### src/rtl/mem_arbiter_if.sv
// Bundle of fetch, data, memory and status signals around the arbiter.
// master: arbiter side; slave: core/memory environment side.
interface mem_arbiter_if #(
  parameter int XLEN = 32
);
  logic              if_req;
  logic [XLEN-1:0]   if_addr;
  logic              if_flush;
  logic              if_valid;
  logic [31:0]       if_rdata;

  logic              dm_req;
  logic              dm_we;
  logic [XLEN-1:0]   dm_addr;
  logic [XLEN-1:0]   dm_wdata;
  logic [XLEN/8-1:0] dm_be;
  logic              dm_valid;
  logic [XLEN-1:0]   dm_rdata;

  logic              mem_req;
  logic              mem_we;
  logic [XLEN-1:0]   mem_addr;
  logic [XLEN-1:0]   mem_wdata;
  logic [XLEN/8-1:0] mem_be;
  logic              mem_ack;
  logic [XLEN-1:0]   mem_rdata;

  logic              stall_if;
  logic              stall_mem;
  logic              err_timeout;

  modport master (
    input  if_req, if_addr, if_flush,
    output if_valid, if_rdata,
    input  dm_req, dm_we, dm_addr,
    input  dm_wdata, dm_be,
    output dm_valid, dm_rdata,
    output mem_req, mem_we, mem_addr,
    output mem_wdata, mem_be,
    input  mem_ack, mem_rdata,
    output stall_if, stall_mem,
    output err_timeout
  );

  modport slave (
    output if_req, if_addr, if_flush,
    input  if_valid, if_rdata,
    output dm_req, dm_we, dm_addr,
    output dm_wdata, dm_be,
    input  dm_valid, dm_rdata,
    input  mem_req, mem_we, mem_addr,
    input  mem_wdata, mem_be,
    output mem_ack, mem_rdata,
    input  stall_if, stall_mem,
    input  err_timeout
  );
endinterface

### src/rtl/mem_arbiter.sv
// Single-port memory arbiter between instruction fetch and data access.
// One transaction in flight; fetch is protected from data starvation.
module mem_arbiter #(
  parameter int XLEN         = 32,
  parameter int STARVE_LIMIT = 4,
  parameter int TIMEOUT      = 64
) (
  input  logic         clk,
  input  logic         reset,
  mem_arbiter_if.master bus
);

  localparam int SW = $clog2(STARVE_LIMIT + 1);
  localparam int TW = $clog2(TIMEOUT + 1);

  typedef enum logic [1:0] {
    IDLE,
    BUSY_IF,
    BUSY_DM
  } state_t;

  state_t state;
  state_t state_nxt;

  logic [SW-1:0]     starve_cnt;
  logic [TW-1:0]     tmo_cnt;
  logic              drop;
  logic              err_q;

  logic [XLEN-1:0]   addr_q;
  logic [XLEN-1:0]   wdata_q;
  logic              we_q;
  logic [XLEN/8-1:0] be_q;

  logic grant_if;
  logic grant_dm;
  logic ack_if;
  logic ack_dm;
  logic tmo_hit;
  logic tmo_last;
  logic starve_hit;
  logic fetch_ok;

  assign tmo_last   = (tmo_cnt == TW'(TIMEOUT - 1));
  assign starve_hit = (starve_cnt == SW'(STARVE_LIMIT));
  assign fetch_ok   = bus.if_req & ~bus.if_flush;

  always_comb begin
    state_nxt = state;
    grant_if  = 1'b0;
    grant_dm  = 1'b0;
    ack_if    = 1'b0;
    ack_dm    = 1'b0;
    tmo_hit   = 1'b0;
    unique case (state)
      IDLE: begin
        if (fetch_ok &&
            (starve_hit || !bus.dm_req)) begin
          grant_if  = 1'b1;
          state_nxt = BUSY_IF;
        end else if (bus.dm_req) begin
          grant_dm  = 1'b1;
          state_nxt = BUSY_DM;
        end
      end
      BUSY_IF: begin
        if (bus.mem_ack) begin
          ack_if    = 1'b1;
          state_nxt = IDLE;
        end else if (tmo_last) begin
          tmo_hit   = 1'b1;
          state_nxt = IDLE;
        end
      end
      BUSY_DM: begin
        if (bus.mem_ack) begin
          ack_dm    = 1'b1;
          state_nxt = IDLE;
        end else if (tmo_last) begin
          tmo_hit   = 1'b1;
          state_nxt = IDLE;
        end
      end
      default: state_nxt = IDLE;
    endcase
  end

  always_ff @(posedge clk or posedge reset) begin
    if (reset) begin
      state <= IDLE;
      err_q <= 1'b0;
    end else begin
      state <= state_nxt;
      err_q <= tmo_hit;
    end
  end

  // Fetches are always full-word reads.
  always_ff @(posedge clk or posedge reset) begin
    if (reset) begin
      addr_q  <= '0;
      wdata_q <= '0;
      we_q    <= 1'b0;
      be_q    <= '0;
    end else if (grant_if) begin
      addr_q  <= bus.if_addr;
      wdata_q <= '0;
      we_q    <= 1'b0;
      be_q    <= '1;
    end else if (grant_dm) begin
      addr_q  <= bus.dm_addr;
      wdata_q <= bus.dm_wdata;
      we_q    <= bus.dm_we;
      be_q    <= bus.dm_be;
    end
  end

  always_ff @(posedge clk or posedge reset) begin
    if (reset) begin
      starve_cnt <= '0;
    end else if (state == IDLE) begin
      if (grant_if) begin
        starve_cnt <= '0;
      end else if (grant_dm && bus.if_req) begin
        if (!starve_hit) begin
          starve_cnt <= starve_cnt + SW'(1);
        end
      end else if (!bus.if_req) begin
        starve_cnt <= '0;
      end
    end
  end

  always_ff @(posedge clk or posedge reset) begin
    if (reset) begin
      tmo_cnt <= '0;
    end else if (grant_if || grant_dm) begin
      tmo_cnt <= '0;
    end else if (state != IDLE && !bus.mem_ack) begin
      tmo_cnt <= tmo_cnt + TW'(1);
    end
  end

  // A flushed fetch still drains on the bus; only its result is dropped.
  always_ff @(posedge clk or posedge reset) begin
    if (reset) begin
      drop <= 1'b0;
    end else if (state_nxt == IDLE) begin
      drop <= 1'b0;
    end else if (state == BUSY_IF && bus.if_flush) begin
      drop <= 1'b1;
    end
  end

  assign bus.mem_req   = (state != IDLE);
  assign bus.mem_we    = we_q;
  assign bus.mem_addr  = addr_q;
  assign bus.mem_wdata = wdata_q;
  assign bus.mem_be    = be_q;

  assign bus.if_valid  = ack_if & ~drop & ~bus.if_flush;
  assign bus.if_rdata  = bus.if_valid ?
                         bus.mem_rdata[31:0] : 32'd0;
  assign bus.dm_valid  = ack_dm;
  assign bus.dm_rdata  = bus.dm_valid ?
                         bus.mem_rdata : '0;

  assign bus.stall_if    = bus.if_req & ~bus.if_valid;
  assign bus.stall_mem   = bus.dm_req & ~bus.dm_valid;
  assign bus.err_timeout = err_q;

endmodule

### src/flat_wrapper.sv
// flat-port wrapper written by rule: the top's interface ports become plain ports
module mem_arbiter_flat 
#(
  parameter int XLEN         = 32,
  parameter int STARVE_LIMIT = 4,
  parameter int TIMEOUT      = 64
)
  (clk, reset, bus_if_req, bus_if_addr, bus_if_flush, bus_if_valid, bus_if_rdata, bus_dm_req, bus_dm_we, bus_dm_addr, bus_dm_wdata, bus_dm_be, bus_dm_valid, bus_dm_rdata, bus_mem_req, bus_mem_we, bus_mem_addr, bus_mem_wdata, bus_mem_be, bus_mem_ack, bus_mem_rdata, bus_stall_if, bus_stall_mem, bus_err_timeout);
  mem_arbiter_if #(.XLEN(XLEN)) bus_i ();
  input  logic clk;
  input  logic reset;
  input wire logic [$bits(bus_i.if_req)-1:0] bus_if_req;
  input wire logic [$bits(bus_i.if_addr)-1:0] bus_if_addr;
  input wire logic [$bits(bus_i.if_flush)-1:0] bus_if_flush;
  output wire logic [$bits(bus_i.if_valid)-1:0] bus_if_valid;
  output wire logic [$bits(bus_i.if_rdata)-1:0] bus_if_rdata;
  input wire logic [$bits(bus_i.dm_req)-1:0] bus_dm_req;
  input wire logic [$bits(bus_i.dm_we)-1:0] bus_dm_we;
  input wire logic [$bits(bus_i.dm_addr)-1:0] bus_dm_addr;
  input wire logic [$bits(bus_i.dm_wdata)-1:0] bus_dm_wdata;
  input wire logic [$bits(bus_i.dm_be)-1:0] bus_dm_be;
  output wire logic [$bits(bus_i.dm_valid)-1:0] bus_dm_valid;
  output wire logic [$bits(bus_i.dm_rdata)-1:0] bus_dm_rdata;
  output wire logic [$bits(bus_i.mem_req)-1:0] bus_mem_req;
  output wire logic [$bits(bus_i.mem_we)-1:0] bus_mem_we;
  output wire logic [$bits(bus_i.mem_addr)-1:0] bus_mem_addr;
  output wire logic [$bits(bus_i.mem_wdata)-1:0] bus_mem_wdata;
  output wire logic [$bits(bus_i.mem_be)-1:0] bus_mem_be;
  input wire logic [$bits(bus_i.mem_ack)-1:0] bus_mem_ack;
  input wire logic [$bits(bus_i.mem_rdata)-1:0] bus_mem_rdata;
  output wire logic [$bits(bus_i.stall_if)-1:0] bus_stall_if;
  output wire logic [$bits(bus_i.stall_mem)-1:0] bus_stall_mem;
  output wire logic [$bits(bus_i.err_timeout)-1:0] bus_err_timeout;
  assign bus_i.if_req = bus_if_req;
  assign bus_i.if_addr = bus_if_addr;
  assign bus_i.if_flush = bus_if_flush;
  assign bus_if_valid = bus_i.if_valid;
  assign bus_if_rdata = bus_i.if_rdata;
  assign bus_i.dm_req = bus_dm_req;
  assign bus_i.dm_we = bus_dm_we;
  assign bus_i.dm_addr = bus_dm_addr;
  assign bus_i.dm_wdata = bus_dm_wdata;
  assign bus_i.dm_be = bus_dm_be;
  assign bus_dm_valid = bus_i.dm_valid;
  assign bus_dm_rdata = bus_i.dm_rdata;
  assign bus_mem_req = bus_i.mem_req;
  assign bus_mem_we = bus_i.mem_we;
  assign bus_mem_addr = bus_i.mem_addr;
  assign bus_mem_wdata = bus_i.mem_wdata;
  assign bus_mem_be = bus_i.mem_be;
  assign bus_i.mem_ack = bus_mem_ack;
  assign bus_i.mem_rdata = bus_mem_rdata;
  assign bus_stall_if = bus_i.stall_if;
  assign bus_stall_mem = bus_i.stall_mem;
  assign bus_err_timeout = bus_i.err_timeout;
  mem_arbiter #(.XLEN(XLEN), .STARVE_LIMIT(STARVE_LIMIT), .TIMEOUT(TIMEOUT)) u_core (.clk(clk), .reset(reset), .bus(bus_i));
endmodule
### config.mk
export PLATFORM = sky130hd
export DESIGN_NAME = mem_arbiter_flat
export DESIGN_NICKNAME = d
export VERILOG_FILES = /design/src/rtl/mem_arbiter_if.sv /design/src/rtl/mem_arbiter.sv /design/src/flat_wrapper.sv
export SDC_FILE = /design/constraint.sdc
export NUM_CORES = 1
export LEC_CHECK = 0
export ABC_AREA = 1
export BUFFER_PORTS_ARGS = -buffer_cell sky130_fd_sc_hd__clkbuf_2
export CORE_MARGIN = 5
export CORE_UTILIZATION = 43
export DETAILED_ROUTE_END_ITERATION = 16
export PLACE_DENSITY_LB_ADDON = 0.12
export SLEW_MARGIN = 20
export SYNTH_ARGS = -nofsm -noshare
export SYNTH_HDL_FRONTEND = slang
export SYNTH_SLANG_ARGS = --single-unit
### constraint.sdc
create_clock -name clk -period 3.5 [get_ports clk]
set_clock_uncertainty 0.1 [all_clocks]
set_input_delay 0.7 -clock clk [delete_from_list [all_inputs] [get_ports clk]]
set_output_delay 0.7 -clock clk [all_outputs]
set_load 0.01 [all_outputs]
==> results of run 1 <==
where the power goes:
part           switching [mW]  total, mW  internal [mW]
logic                   0.968       1.66          0.695
registers               0.242       1.61           1.37
clock network           0.329      0.675          0.346
state kept, by name, indices dropped and copies added (netlist names):
register / count
u_core.bus.mem_be: 4
u_core.bus.mem_addr: 32
u_core.starve_cnt: 3
u_core.bus.mem_we: 1
u_core.drop: 1
u_core.state: 2
u_core.tmo_cnt: 7
u_core.bus.mem_wdata: 32
u_core.bus.err_timeout: 1
per-layer routing:
metal  up-vias  share of wire (%)  GRT usage, %
li1       2203                  -             -
met1      1938                 38         23.78
met2       168                 51         36.80
met3        27                7.9         4.855
met4         0                3.1         10.19
met5         -                  0             0
critical path: stages, from the launching register on:
cell and delay, ns:
dfrtp_1 0.39, inv_1 0.09, ha_1 0.20, and3_1 0.20, inv_1 0.64, nor2_1 0.10, clkbuf_2 0.17
kinds of logic (layout without fill, tap and decap cells):
| family | after synthesis | after routing | synth area share [%] |
|---|---|---|---|
| simple gates | 255 | 255 | 25.57 |
| buf+inv | 114 | 383 | 11.19 |
| flops | 83 | 83 | 49.13 |
| compound gates | 75 | 75 | 10.80 |
| fa+ha+maj | 7 | 7 | 2.072 |
| xor+xnor | 6 | 6 | 1.243 |
| other cells | 0 | 1 | 0 |
metrics by stage:
stage / setup WS [ns] / util [%] / instance area [µm²] / instances
floorplan: 0.5632 / - / 4228 / 540
global placement: 0.8531 / 58.71 / 5685 / 926
detailed placement: 0.7555 / 58.71 / 5685 / 926
CTS: 0.5605 / 60.71 / 5879 / 942
global route: 0.3721 / 60.71 / 5879 / 942
finish: 0.5813 / 60.74 / 5882 / 943
final cells by class:
class | instances | area (µm²)
Inverter | 83 | 312.8
Multi-Input combinational cell | 343 | 1678
Fill cell | 879 | 3802
Antenna cell | 1 | 2.502
Clock inverter | 5 | 52.55
Timing Repair Buffer | 284 | 1451
Tap cell | 133 | 166.4
Sequential cell | 83 | 2077
Clock buffer | 11 | 141.4
cells in the final DEF, fill, tap and decap left out, drive strengths merged:
master,netlist,layout
clkinv,0,4
nand2b,1,1
or2,1,1
nand3,72,72
and3,1,1
ha,7,7
nand4,1,1
clkbuf,13,288
a31oi,1,1
xnor2,3,3
nor2,81,81
diode,0,1
buf,18,7
dfrtp,83,83
clkinvlp,0,1
o21ai,38,38
inv,83,82
nand2,97,97
nor3,1,1
o21a,32,32
a21oi,4,4
xor2,3,3
bufinv,0,1
how the worst max path moves through the flow:
stage                                    from                          endpoint  slack, ns  depth (start not counted)
floorplan                               reset  u_core.bus.err_timeout$_DFF_PP0_       0.56                          1
global placement                  bus_mem_ack                  bus_if_rdata[11]       0.85                          5
detailed placement                bus_mem_ack                  bus_if_rdata[18]       0.76                          5
CTS                 u_core.state[1]$_DFF_PP0_                  bus_if_rdata[18]       0.56                          6
global route        u_core.state[1]$_DFF_PP0_                  bus_if_rdata[30]       0.37                          6
finish              u_core.state[1]$_DFF_PP0_                  bus_if_rdata[28]       0.58                          6
==> flow_summary.yaml, run 1 <==
run_status:
  outcome: "finished, final reports clean"
place:
  dp_hpwl_um: 10090
  numPortBuffers: 277
  place_congestion: 0.7363
yosys:
  post_synth.cell_area_avg_um2: 7.829
  yosysUniqueCellTypes: 27
  async_flop_share_pct: 100.0
  synth.area.top_cells: "dfrtp_1 (49%), nand2_1 (8.4%), nand3_1 (8.3%)"
  synth_ff_type: "dfrtp_1"
  synth_area_leader_cell: "dfrtp_1"
  synth_most_common_cell: "nand2_1"
  synth_cells: 540
  synth_warnings: 0
  synthTopCellsByCount: "nand2_1 (95), dfrtp_1 (83), inv_1 (82), nor2_1 (81), nand3_1 (70)"
  syn_nets: 686
  ys_ff_latch: 83
  ys_seq_area_share_pct: 49.13
  synth_top_area_share_pct: 49.13
  synth_area_um2: 4228
  synth_edf_count: 0
floorplanning:
  die_w_um: 109.2
  rows: 36
  die_y_um: 109.2
  coreArea_um2: 9684
  start_util_pct: 43.66
  pin_count: 278
  dieArea_um2: 11910
worst_setup_path:
  worst_r2r_path_depth: 10
  reg2reg_to: "u_core.bus.mem_addr[28]$_DFFE_PP0N_"
  required_ns: 2.70
  critical_path_class: "reg2out"
  crit_fanout: 32
  critPathLaunchType: "register"
  crit_path_end_kind: "output pin"
  r2r_slack_ns: 1.21
  timing.rr.start: "u_core.starve_cnt[0]$_DFFE_PP0P_"
  arrival_ns: 2.12
min_path:
  min_path_type: "in2async"
power:
  power_mw: 3.951
  powerDensity_nw_per_um2: 671.7
  p_leak_nw: 3.475
  ir_drop_mv: 0.4518
route:
  route.detailed.drc: 0
  ant_nets: 0
  firstDrtPassIters: 4
  drtIter0Drc: 220
  wl_per_cell_um: 13.55
  via_count: 4336
  routed_wirelength_um: 12770
  avgViaCountPerCell: 4.598
grt:
  grt_usage_pct: 20.92
  grt_max_degree: 73
  grt_pass1_wl_um: 19420
  grt_pass1_vias: 4058
  grt.overflow.total: 0
  antenna_found_initial: 0
timing:
  finalCritPeriodShare_pct: 83.39
  setup_viol: 0
  final-max-slew-violation-count: 0
  hold_violations: 0
  whs_ns: 0.2323
  rsz0062_at_grt: "no"
  worstMarginPinSlew_ns: 0.8684
  fmax_mhz: 342.6
  relSlewSlack_pct: 42.04
  tns_ns: 0
  min_period_ns: 2.919
clock_tree:
  clkTransAtPathRegs_ns: 0.08
  cts-root-buf: "clkbuf_8"
  cts.sinks: 83
  postCtsSetupRepairBufs: 0
  htreeDepth: 3
  numCtsBuffers: 9
  clockBufferDepth: 2
  hold_buffers: 0
  cts_resized: 0
  clock_latency_ns: 0.34
  cts_tree: "done"
final_layout:
  nNetsFinal: 950
  drive_above_1_share_pct: 37.82
  area_growth_pct: 39.12
flow_run:
  maxCapViolations: 0
Note: power is estimated with default switching activity, not from simulation.
==> run 2, diff against run 1 <==
Clock period 3.5 ns to 2.8 ns, I/O delays scaled along.
==> run 2 against run 1 <==
  * Setup slack worse by 0.40 ns
  * Hold slack worse by 0.11 ns
  * Die area did not move
  * Critical endpoint is now bus_if_rdata[27]
==> flow_summary.yaml, run 2 (synthesis gave the netlist of run 1 again) <==
power:
  power_mw: 4.884
  powerDensity_nw_per_um2: 825.8
  p_leak_nw: 3.487
  ir_drop_mv: 0.4582
min_path:
  min_path_type: "in2async"
clock_tree:
  hold_buffers: 0
  numCtsBuffers: 9
  cts-root-buf: "clkbuf_8"
  cts_tree: "done"
  htreeDepth: 3
  cts.sinks: 83
  clock_latency_ns: 0.35
  clkTransAtPathRegs_ns: 0.09
  clockBufferDepth: 2
grt:
  grt_usage_pct: 20.41
  grt_pass1_wl_um: 18910
  grt_max_degree: 72
  antenna_found_initial: 0
  grt_pass1_vias: 3993
  grt.overflow.total: 0
final_layout:
  final_common_cell: "clkbuf_2"
  area_growth_pct: 39.89
  post-route-util_pct: 61.07
  final_cells: 948
  nNetsFinal: 955
  fin_area_um2: 5914
  drive_above_1_share_pct: 38.45
  most-common-layout-cells: "clkbuf_2 (277), nand2_1 (95), dfrtp_1 (83)"
route:
  route.detailed.drc: 0
  firstDrtPassIters: 7
  avgViaCountPerCell: 4.562
  via_count: 4325
  routed_wirelength_um: 12690
  ant_nets: 0
  wl_per_cell_um: 13.39
  drtIter0Drc: 254
worst_setup_path:
  crit_path_end_kind: "output pin"
  crit_slowest_cell: "dfrtp_1"
  arrival_ns: 1.96
  critPathLaunchType: "register"
  max_stage_delay_ns: 0.41
  required_ns: 2.14
  cp_cell_sequence: "inv_1 -> ha_1 -> and3_1 -> clkinvlp_4 -> buf_4 -> nor2_1 -> clkbuf_2"
  crit_fanout: 7
  worst_r2r_path_depth: 7
  critical_path_class: "reg2out"
place:
  place_area_um2: 5685
  place_congestion: 0.7595
  dpl.cell_count: 926
  numPortBuffers: 277
  dp_slack_ns: 0.3108
  dp_hpwl_um: 10020
timing:
  fmax_mhz: 381.5
  fin_ws_ns: 0.1787
  whs_ns: 0.1220
  setup_viol: 0
  worstMarginPinSlew_ns: 0.5899
  finalCritPeriodShare_pct: 93.62
  rsz0062_at_grt: "no"
  final-max-slew-violation-count: 0
  relSlewSlack_pct: 60.63
  hold_violations: 0
  tns_ns: 0
  min_period_ns: 2.621
floorplanning:
  dieArea_um2: 11910
  die_y_um: 109.2
  rows: 36
  coreArea_um2: 9684
  start_util_pct: 43.66
  die_w_um: 109.2
  pin_count: 278
run_status:
  outcome: "finished, final reports clean"
flow_run:
  maxCapViolations: 0
==> run 2: final timing paths <==
path                                                      from                                   end  slack, ns
max                                  u_core.state[1]$_DFF_PP0_                      bus_if_rdata[27]       0.18
min                                                      reset    u_core.bus.mem_addr[6]$_DFFE_PP0N_       0.12
max reg2reg                          u_core.state[1]$_DFF_PP0_    u_core.bus.mem_addr[0]$_DFFE_PP0N_       0.71
min reg2reg                u_core.bus.mem_addr[13]$_DFFE_PP0N_   u_core.bus.mem_addr[13]$_DFFE_PP0N_       0.39
max in group asynchronous                                reset    u_core.bus.mem_addr[1]$_DFFE_PP0N_       1.80
min in group clk                              bus_dm_wdata[30]  u_core.bus.mem_wdata[30]$_DFFE_PP0N_       0.33
==> run 2: layer usage <==
layer  global-route usage (%)  vias up  part of all wire [%]
li1                         -     2210                     -
met5                        0        -                     0
met3                    4.737       16                   8.8
met1                    22.97     1920                    36
met4                    7.304        0                   1.5
met2                    37.46      179                    53
==> run 2: report_power, final <==
group	internal, mW	switching, mW	total (mW)	leakage, nW
combinational	0.867	1.20	2.07	2.39
clock	0.339	0.462	0.801	0.0936
sequential	1.71	0.301	2.01	1.01
total	2.92	1.97	4.88	3.49
==> run 2: final cells by class <==
| cell class | count | area (µm²) |
|---|---|---|
| fillers | 917 | 3770 |
| flip-flops and latches | 83 | 2077 |
| multi-input cells | 343 | 1678 |
| repair buffers | 288 | 1481 |
| inverters | 83 | 316.6 |
| well taps | 133 | 166.4 |
| clock buffers | 9 | 123.9 |
| clock inverters | 7 | 61.31 |
| repair inverters | 1 | 7.507 |
| diodes | 1 | 2.502 |
==> run 2: worst max-delay path: cells and delay by family (launching register included) <==
| kind | cells | cell delay, ns |
|---|---|---|
| buffers and inverters | 4 | 0.62 |
| flip-flops | 1 | 0.41 |
| AND/OR/NAND/NOR | 2 | 0.42 |
| adder cells (fa/ha/maj) | 1 | 0.17 |
==> run 2: what timing repair did <==
action / CTS / global route
gates cloned: 0 / 1
resized for setup: 0 / 2
setup endpoints to repair: 2 / 32
setup buffers: 0 / 4
